## src/rtl/butterfly_pkg.sv

```systemverilog
// Shared types, widths and result reduction for the butterfly datapath.
// BUTTERFLY_SAT_EN selects clamping instead of wrap on y/z reduction.
package butterfly_pkg;

  localparam int N      = 8;
  localparam int W_BW   = N + 2;
  localparam int W_SUM  = N + 3;
  localparam int W_PSUM = 2 * N + 1;

  typedef enum logic [1:0] {
    SEL_REY,
    SEL_IMY,
    SEL_REZ,
    SEL_IMZ
  } sel_t;

  localparam logic signed [W_SUM-1:0] S_MAX =
    W_SUM'((1 <<< (N - 1)) - 1);
  localparam logic signed [W_SUM-1:0] S_MIN =
    -W_SUM'(1 <<< (N - 1));

  function automatic logic fits(
    input logic signed [W_SUM-1:0] v
  );
    return (v >= S_MIN) && (v <= S_MAX);
  endfunction

  function automatic logic [N-1:0] reduce(
    input logic signed [W_SUM-1:0] v
  );
    logic signed [W_SUM-1:0] r;
    r = v;
`ifdef BUTTERFLY_SAT_EN
    if (v > S_MAX) r = S_MAX;
    else if (v < S_MIN) r = S_MIN;
`endif
    return r[N-1:0];
  endfunction

endpackage

```

## src/rtl/butterfly_datapath_if.sv

```systemverilog
// Strobe, operand and display bus between sequencer and butterfly.
// master: sequencer side; slave: datapath side (drives out, ovf).
interface butterfly_datapath_if;
  import butterfly_pkg::*;

  logic [N-1:0] sw;
  logic         load_Rew;
  logic         load_Imw;
  logic         load_Reb;
  logic         load_Imb;
  logic         load_Rea;
  logic         load_Ima;
  logic         mul_en;
  logic         cal_en;
  logic         display_Rey;
  logic         display_Imy;
  logic         display_Rez;
  logic         display_Imz;
  logic [N-1:0] out;
  logic         ovf;

  modport master (
    output sw,
    output load_Rew, load_Imw,
    output load_Reb, load_Imb,
    output load_Rea, load_Ima,
    output mul_en, cal_en,
    output display_Rey, display_Imy,
    output display_Rez, display_Imz,
    input  out, ovf
  );

  modport slave (
    input  sw,
    input  load_Rew, load_Imw,
    input  load_Reb, load_Imb,
    input  load_Rea, load_Ima,
    input  mul_en, cal_en,
    input  display_Rey, display_Imy,
    input  display_Rez, display_Imz,
    output out, ovf
  );

endinterface

```

## src/rtl/butterfly_datapath_cmul.sv

```systemverilog
// Complex product b*w with w in Q1.(N-1), floored, registered on en.
// Ports: clk, Rst, en, reb/imb/rew/imw in; bw_re/bw_im (N+2) out.
module cmul
  import butterfly_pkg::*;
(
  input  logic                   clk,
  input  logic                   Rst,
  input  logic                   en,
  input  logic signed [N-1:0]    reb,
  input  logic signed [N-1:0]    imb,
  input  logic signed [N-1:0]    rew,
  input  logic signed [N-1:0]    imw,
  output logic signed [W_BW-1:0] bw_re,
  output logic signed [W_BW-1:0] bw_im
);

  logic signed [W_PSUM-1:0] p_re;
  logic signed [W_PSUM-1:0] p_im;

  assign p_re = W_PSUM'(reb) * W_PSUM'(rew)
              - W_PSUM'(imb) * W_PSUM'(imw);
  assign p_im = W_PSUM'(reb) * W_PSUM'(imw)
              + W_PSUM'(imb) * W_PSUM'(rew);

  // >>> on a signed value floors; the N+2 low bits of the
  // shifted sum hold every reachable value.
  always_ff @(posedge clk) begin
    if (Rst) begin
      bw_re <= '0;
      bw_im <= '0;
    end else if (en) begin
      bw_re <= W_BW'(p_re >>> (N - 1));
      bw_im <= W_BW'(p_im >>> (N - 1));
    end
  end

endmodule

```

## src/rtl/butterfly_datapath.sv

```systemverilog
// Radix-2 butterfly: y = a + b*w, z = a - b*w, one component shown.
// Ports: clk, Rst, bus (slave). Wrap/clamp set by BUTTERFLY_SAT_EN.
module butterfly_datapath
  import butterfly_pkg::*;
(
  input  logic                 clk,
  input  logic                 Rst,
  butterfly_datapath_if.slave  bus
);

  logic signed [N-1:0]    rew, imw, reb, imb, rea, ima;
  logic signed [W_BW-1:0] bw_re, bw_im;
  logic        [N-1:0]    y_re, y_im, z_re, z_im;
  logic        [N-1:0]    out_q;
  logic                   ovf_q;

  logic signed [W_SUM-1:0] sy_re, sy_im, sz_re, sz_im;
  sel_t                    sel;
  logic                    disp;

  always_ff @(posedge clk) begin
    if (Rst) begin
      rew <= '0;
      imw <= '0;
      reb <= '0;
      imb <= '0;
      rea <= '0;
      ima <= '0;
    end else begin
      if (bus.load_Rew) rew <= bus.sw;
      if (bus.load_Imw) imw <= bus.sw;
      if (bus.load_Reb) reb <= bus.sw;
      if (bus.load_Imb) imb <= bus.sw;
      if (bus.load_Rea) rea <= bus.sw;
      if (bus.load_Ima) ima <= bus.sw;
    end
  end

  cmul u_cmul (
    .clk   (clk),
    .Rst   (Rst),
    .en    (bus.mul_en),
    .reb   (reb),
    .imb   (imb),
    .rew   (rew),
    .imw   (imw),
    .bw_re (bw_re),
    .bw_im (bw_im)
  );

  assign sy_re = W_SUM'(rea) + W_SUM'(bw_re);
  assign sy_im = W_SUM'(ima) + W_SUM'(bw_im);
  assign sz_re = W_SUM'(rea) - W_SUM'(bw_re);
  assign sz_im = W_SUM'(ima) - W_SUM'(bw_im);

  always_ff @(posedge clk) begin
    if (Rst) begin
      y_re  <= '0;
      y_im  <= '0;
      z_re  <= '0;
      z_im  <= '0;
      ovf_q <= 1'b0;
    end else if (bus.cal_en) begin
      y_re  <= reduce(sy_re);
      y_im  <= reduce(sy_im);
      z_re  <= reduce(sz_re);
      z_im  <= reduce(sz_im);
      ovf_q <= !(fits(sy_re) && fits(sy_im)
              && fits(sz_re) && fits(sz_im));
    end
  end

  // Strobes may overlap; first match wins.
  always_comb begin
    sel  = SEL_REY;
    disp = bus.display_Rey | bus.display_Imy
         | bus.display_Rez | bus.display_Imz;
    priority case (1'b1)
      bus.display_Rey: sel = SEL_REY;
      bus.display_Imy: sel = SEL_IMY;
      bus.display_Rez: sel = SEL_REZ;
      bus.display_Imz: sel = SEL_IMZ;
      default:         sel = SEL_REY;
    endcase
  end

  always_ff @(posedge clk) begin
    if (Rst) begin
      out_q <= '0;
    end else if (disp) begin
      unique case (sel)
        SEL_REY: out_q <= y_re;
        SEL_IMY: out_q <= y_im;
        SEL_REZ: out_q <= z_re;
        SEL_IMZ: out_q <= z_im;
      endcase
    end
  end

  assign bus.out = out_q;
  assign bus.ovf = ovf_q;

endmodule

```

## src/flat_wrapper.sv

```systemverilog
// flat-port wrapper written by rule: the top's interface ports become plain ports
module butterfly_datapath_flat import butterfly_pkg::*;
  (clk, Rst, bus_sw, bus_load_Rew, bus_load_Imw, bus_load_Reb, bus_load_Imb, bus_load_Rea, bus_load_Ima, bus_mul_en, bus_cal_en, bus_display_Rey, bus_display_Imy, bus_display_Rez, bus_display_Imz, bus_out, bus_ovf);
  butterfly_datapath_if bus_i ();
  input  logic clk;
  input  logic Rst;
  input wire logic [$bits(bus_i.sw)-1:0] bus_sw;
  input wire logic [$bits(bus_i.load_Rew)-1:0] bus_load_Rew;
  input wire logic [$bits(bus_i.load_Imw)-1:0] bus_load_Imw;
  input wire logic [$bits(bus_i.load_Reb)-1:0] bus_load_Reb;
  input wire logic [$bits(bus_i.load_Imb)-1:0] bus_load_Imb;
  input wire logic [$bits(bus_i.load_Rea)-1:0] bus_load_Rea;
  input wire logic [$bits(bus_i.load_Ima)-1:0] bus_load_Ima;
  input wire logic [$bits(bus_i.mul_en)-1:0] bus_mul_en;
  input wire logic [$bits(bus_i.cal_en)-1:0] bus_cal_en;
  input wire logic [$bits(bus_i.display_Rey)-1:0] bus_display_Rey;
  input wire logic [$bits(bus_i.display_Imy)-1:0] bus_display_Imy;
  input wire logic [$bits(bus_i.display_Rez)-1:0] bus_display_Rez;
  input wire logic [$bits(bus_i.display_Imz)-1:0] bus_display_Imz;
  output wire logic [$bits(bus_i.out)-1:0] bus_out;
  output wire logic [$bits(bus_i.ovf)-1:0] bus_ovf;
  assign bus_i.sw = bus_sw;
  assign bus_i.load_Rew = bus_load_Rew;
  assign bus_i.load_Imw = bus_load_Imw;
  assign bus_i.load_Reb = bus_load_Reb;
  assign bus_i.load_Imb = bus_load_Imb;
  assign bus_i.load_Rea = bus_load_Rea;
  assign bus_i.load_Ima = bus_load_Ima;
  assign bus_i.mul_en = bus_mul_en;
  assign bus_i.cal_en = bus_cal_en;
  assign bus_i.display_Rey = bus_display_Rey;
  assign bus_i.display_Imy = bus_display_Imy;
  assign bus_i.display_Rez = bus_display_Rez;
  assign bus_i.display_Imz = bus_display_Imz;
  assign bus_out = bus_i.out;
  assign bus_ovf = bus_i.ovf;
  butterfly_datapath u_core (.clk(clk), .Rst(Rst), .bus(bus_i));
endmodule
```

## config.mk

```make
export PLATFORM = sky130hd
export DESIGN_NAME = butterfly_datapath_flat
export DESIGN_NICKNAME = d
export VERILOG_FILES = /design/src/rtl/butterfly_pkg.sv /design/src/rtl/butterfly_datapath_if.sv /design/src/rtl/butterfly_datapath_cmul.sv /design/src/rtl/butterfly_datapath.sv /design/src/flat_wrapper.sv
export SDC_FILE = /design/constraint.sdc
export NUM_CORES = 1
export LEC_CHECK = 0
export BUFFER_PORTS_ARGS = -buffer_cell sky130_fd_sc_hd__buf_2
export CORE_ASPECT_RATIO = 0.7
export CORE_MARGIN = 1
export CORE_UTILIZATION = 60
export CTS_BUF_LIST = sky130_fd_sc_hd__clkbuf_16
export DETAILED_ROUTE_END_ITERATION = 8
export HOLD_SLACK_MARGIN = 0.15
export PLACE_DENSITY = 0.8
export SETUP_SLACK_MARGIN = 0.5
export SLEW_MARGIN = 5
export SYNTH_ARGS = -nofsm -noshare
export SYNTH_HDL_FRONTEND = slang
export SYNTH_SLANG_ARGS = --single-unit
```

## constraint.sdc

```tcl
create_clock -name clk -period 6.5 [get_ports clk]
set_input_delay 1.3 -clock clk [delete_from_list [all_inputs] [get_ports clk]]
set_output_delay 1.3 -clock clk [all_outputs]
set_load 0.05 [all_outputs]
```

==> run metrics <==
worst r2r src u_core.imw[1]; WHS roughly 0.5 ns; LEAKAGE 8.67 nW; Final Hold Fails 0; via count normalized by instance count 5.68; Mapped Cells around 1800; Seq/Total Area, Yosys between 10% and 20%; max-cap viol count 0; initial antenna violation count 1; #FFs+latches synth 107; share of cells above drive strength 1 between 8 and 9%; CP Buf/Inv Count 4; clk_skew approximately 0.010 ns; Post-DRT Antenna Nets 0; top-level port count 31; Tmin final 6.11 ns; FF-to-FF setup slack 0.39 ns; Reg clk slew, reported paths about 0.080 ns; CTS buffer count 9; grt ovf 0; Synth Cell Area 16100 sq um; worst skew pair latency 0.38 ns; Rel. slew slack around a third; routed via count roughly 12000; vias in the first global route 12471; GRT Util Overall 31.8%; CTS tree done; FILL cells 2035; Worst Tran Pin Value roughly 1 ns; maximum vdd ir drop 255 uV; Total Nets Final ~2200; Tcrit/Tclk final a little over nine tenths; FF/Latch Area between 2000 and 2500 sq um; Worst Setup Start Kind register; PwrDens ~250 nW/um^2; Yosys Warn Count 0; die footprint between 20000 and 30000 sq um; reg-to-reg endpoint u_core.u_cmul.bw_re[9]; drt drc 0; H-tree depth 3; Routed WL per cell between 15 and 20 microns; status completed; Synth Flop Type dfxtp_1; Final WS setup a little under 0.4 ns; hold wc startpoint u_core.y_re[7]; Setup WS pre-CTS around 0.14 ns; number of port buffers 30; Critical Path Sink Type register; Pins Over Slew Limit 0; multi-input logic area ~13000 sq um; core area around 26000 sq um; # setup viols final 0; synth unique cells 55; Post-synth EDFFs 0; WHS Path Cells 2; Worst Path Arrival between 6 and 7 ns; first-iteration detailed-routing DRC count around 1200; GP Congestion 0.955; drt first pass iters 5; largest net degree at the start of global routing 86; Mapped Nets between 2000 and 2500; Die X about 200 microns; root buffer cell clkbuf_16; num rows 49; Synth-to-Final Area Change 8.77%; syn avg cell area 9.11 sq um; Clock Sinks roughly 110; most used cell, CP fa_1; Min-Delay Path Class register to register; Starting Density around three fifths; critical path cell sequence buf_8 > and2_4 > fa_2 > inv_4 > fa_1 > fa_1 > fa_1 > fa_1 > inv_1 > fa_1 > inv_2 > ha_4 > a21o_1 > a21o_1 > a22o_1 > a21o_1 > or3_4 > a31oi_4 > or4b_1 > a31oi_1; CTS max path bufs 2; required time worst endpoint between 6 and 7 ns; Crit path largest cell delay about 0.62 ns; worst reg-to-reg path cell count 20; Final TNS setup 0 ns; CP Class register to register; asr flop ratio synth 0%; final WL between 40000 and 50000 microns; CP max FO 5; RSZ-0062 raised after global routing true; DP HPWL between 30000 and 40000 microns; fmax approximately 160 MHz; slowest stage cell, crit path fa_2; CP delay by family, top adder cells; Pwr Total around 4.3 mW; height of the die between 100 and 150 microns; wire length of the first global-routing pass between 60000 and 70000 microns; Worst Hold Path EP u_core.y_re[7]
## where the power goes
group	switching (mW)	leakage (nW)	internal, mW
logic	1.61	7.63	1.25
clock network	0.300	0.152	0.308
registers	0.107	0.891	0.763
## logic make-up (layout without fill, tap and decap cells)
logic type | Yosys count | in the layout | synth area share (%)
xor gates and xnor gates | 63 | 63 | 3.43
adders and majority gates | 426 | 426 | 46.2
buffers and inverters | 418 | 449 | 9.75
muxes | 91 | 91 | 5.68
and+or+nand+nor | 518 | 518 | 15.5
DFF | 107 | 107 | 13.3
other | 0 | 2 | 0
AOI/OAI and AO/OA | 143 | 143 | 6.07
## worst min-delay path, stage by stage (launching register included)
cell and delay, ns:
dfxtp_1 0.33, mux2i_1 0.06, nor2_1 0.07
## per-stage QoR
| step | utilization, % | std cells | area [sq um] |
|---|---|---|---|
| after floorplan | - | 1766 | 16100 |
| after global placement | 64.5 | 2123 | 16800 |
| after detailed placement | 64.5 | 2123 | 16800 |
| after CTS | 66.4 | 2149 | 17300 |
| after global routing | 67.3 | 2155 | 17500 |
| final | 67.3 | 2156 | 17500 |
## layout by cell type (no fill, tap or decap), types with 5 or more instances in the layout
| cell type | n |
|---|---|
| a211oi_1 | 20 |
| a21o_1 | 9 |
| a21oi_1 | 18 |
| a22oi_1 | 8 |
| a311oi_1 | 6 |
| and2_1 | 139 |
| buf_2 | 29 |
| buf_4 | 50 |
| buf_6 | 8 |
| clkbuf_16 | 9 |
| dfxtp_1 | 90 |
| dfxtp_2 | 10 |
| dfxtp_4 | 7 |
| fa_1 | 275 |
| fa_2 | 6 |
| ha_1 | 141 |
| inv_1 | 337 |
| mux2i_1 | 89 |
| nand2_1 | 111 |
| nand2b_1 | 13 |
| nand3_1 | 12 |
| nor2_1 | 175 |
| nor2b_1 | 17 |
| nor3_1 | 20 |
| o2111ai_1 | 6 |
| o211ai_1 | 6 |
| o21a_1 | 5 |
| o21ai_0 | 27 |
| o22ai_1 | 5 |
| or3_1 | 7 |
| xnor2_1 | 51 |
| xor2_1 | 8 |
## registers in the layout, indices dropped and copies added, names as in the netlist
| name | count |
|---|---|
| u_core.u_cmul.bw_im | 10 |
| u_core.bus.ovf | 1 |
| u_core.y_im | 7 |
| u_core.rea | 8 |
| u_core.rew | 8 |
| u_core.imb | 8 |
| u_core.z_re | 8 |
| u_core.u_cmul.bw_re | 10 |
| u_core.imw | 8 |
| u_core.bus.out | 8 |
| u_core.reb | 8 |
| u_core.ima | 8 |
| u_core.z_im | 8 |
| u_core.y_re | 7 |
## worst max path at each step
stage	start	end	slack (ns)	cells after the start
2_1_floorplan	u_core.imb[7]	u_core.u_cmul.bw_re[9]	0.50	21
3_3_place_gp	u_core.rew[3]	u_core.u_cmul.bw_re[9]	0.30	18
3_5_place_dp	u_core.rew[4]	u_core.u_cmul.bw_im[9]	0.14	19
4_1_cts	u_core.rew[0]	u_core.u_cmul.bw_im[9]	0.45	19
5_1_grt	u_core.imw[1]	u_core.u_cmul.bw_re[9]	0.26	20
6_report	u_core.imw[1]	u_core.u_cmul.bw_re[9]	0.39	20
## synthesized netlist by cell type (2+ instances only)
| library cell | n | share of area, % |
|---|---|---|
| or2_2 | 2 | 0.078 |
| buf_1 | 7 | 0.16 |
| a22oi_1 | 8 | 0.37 |
| and2_1 | 143 | 5.6 |
| nand3_1 | 12 | 0.37 |
| o21bai_1 | 2 | 0.093 |
| clkbuf_1 | 70 | 1.6 |
| o21ai_0 | 29 | 0.90 |
| o2111ai_1 | 6 | 0.33 |
| o31ai_1 | 4 | 0.19 |
| nor2_1 | 176 | 4.1 |
| mux2_2 | 2 | 0.14 |
| mux2i_1 | 89 | 5.5 |
| o31a_1 | 2 | 0.11 |
| nor2b_1 | 17 | 0.66 |
| xnor2_1 | 52 | 2.8 |
| ha_1 | 145 | 11 |
| o21a_1 | 5 | 0.23 |
| or3_1 | 8 | 0.31 |
| nor4_1 | 4 | 0.16 |
| dfxtp_1 | 107 | 13 |
| a21o_1 | 9 | 0.42 |
| a31oi_1 | 6 | 0.23 |
| o211ai_1 | 6 | 0.28 |
| inv_1 | 341 | 8.0 |
| a22o_1 | 2 | 0.11 |
| o22ai_1 | 5 | 0.19 |
| nand2b_1 | 13 | 0.51 |
| a21oi_1 | 18 | 0.56 |
| a311oi_1 | 6 | 0.33 |
| o41ai_1 | 2 | 0.11 |
| a211oi_1 | 22 | 1.0 |
| fa_1 | 281 | 35 |
| nor3_1 | 20 | 0.62 |
| nand2_1 | 111 | 2.6 |
| and3_1 | 4 | 0.16 |
| o21ai_1 | 2 | 0.062 |
| xor2_1 | 11 | 0.60 |
## layer usage
metal | wire length (microns) | share of wire, % | global-route usage, %
met3 | 4880 | 12 | 9.31
met5 | 0 | 0 | 0
met1 | 18100 | 44 | 47.8
met4 | 1140 | 2.7 | 8.28
met2 | 17300 | 42 | 44.5
## cell type report
type	instances	share of cell area (%)
Antenna cell	2	0.0286
Tap cell	357	2.55
Timing Repair Buffer	93	4.09
Clock buffer	9	1.29
Multi-Input combinational cell	1241	71.7
Inverter	341	7.35
Sequential cell	107	12.5
Clock inverter	6	0.493
## repair_timing
action / CTS / global route
pin swaps: 10 / 7
hold buffers: 0 / 0
gates cloned: 0 / 0
setup endpoints to repair: 7 / 11
buffers inserted: 11 / 5
gates resized for setup: 36 / 46
(Power assumes the default switching activity.)
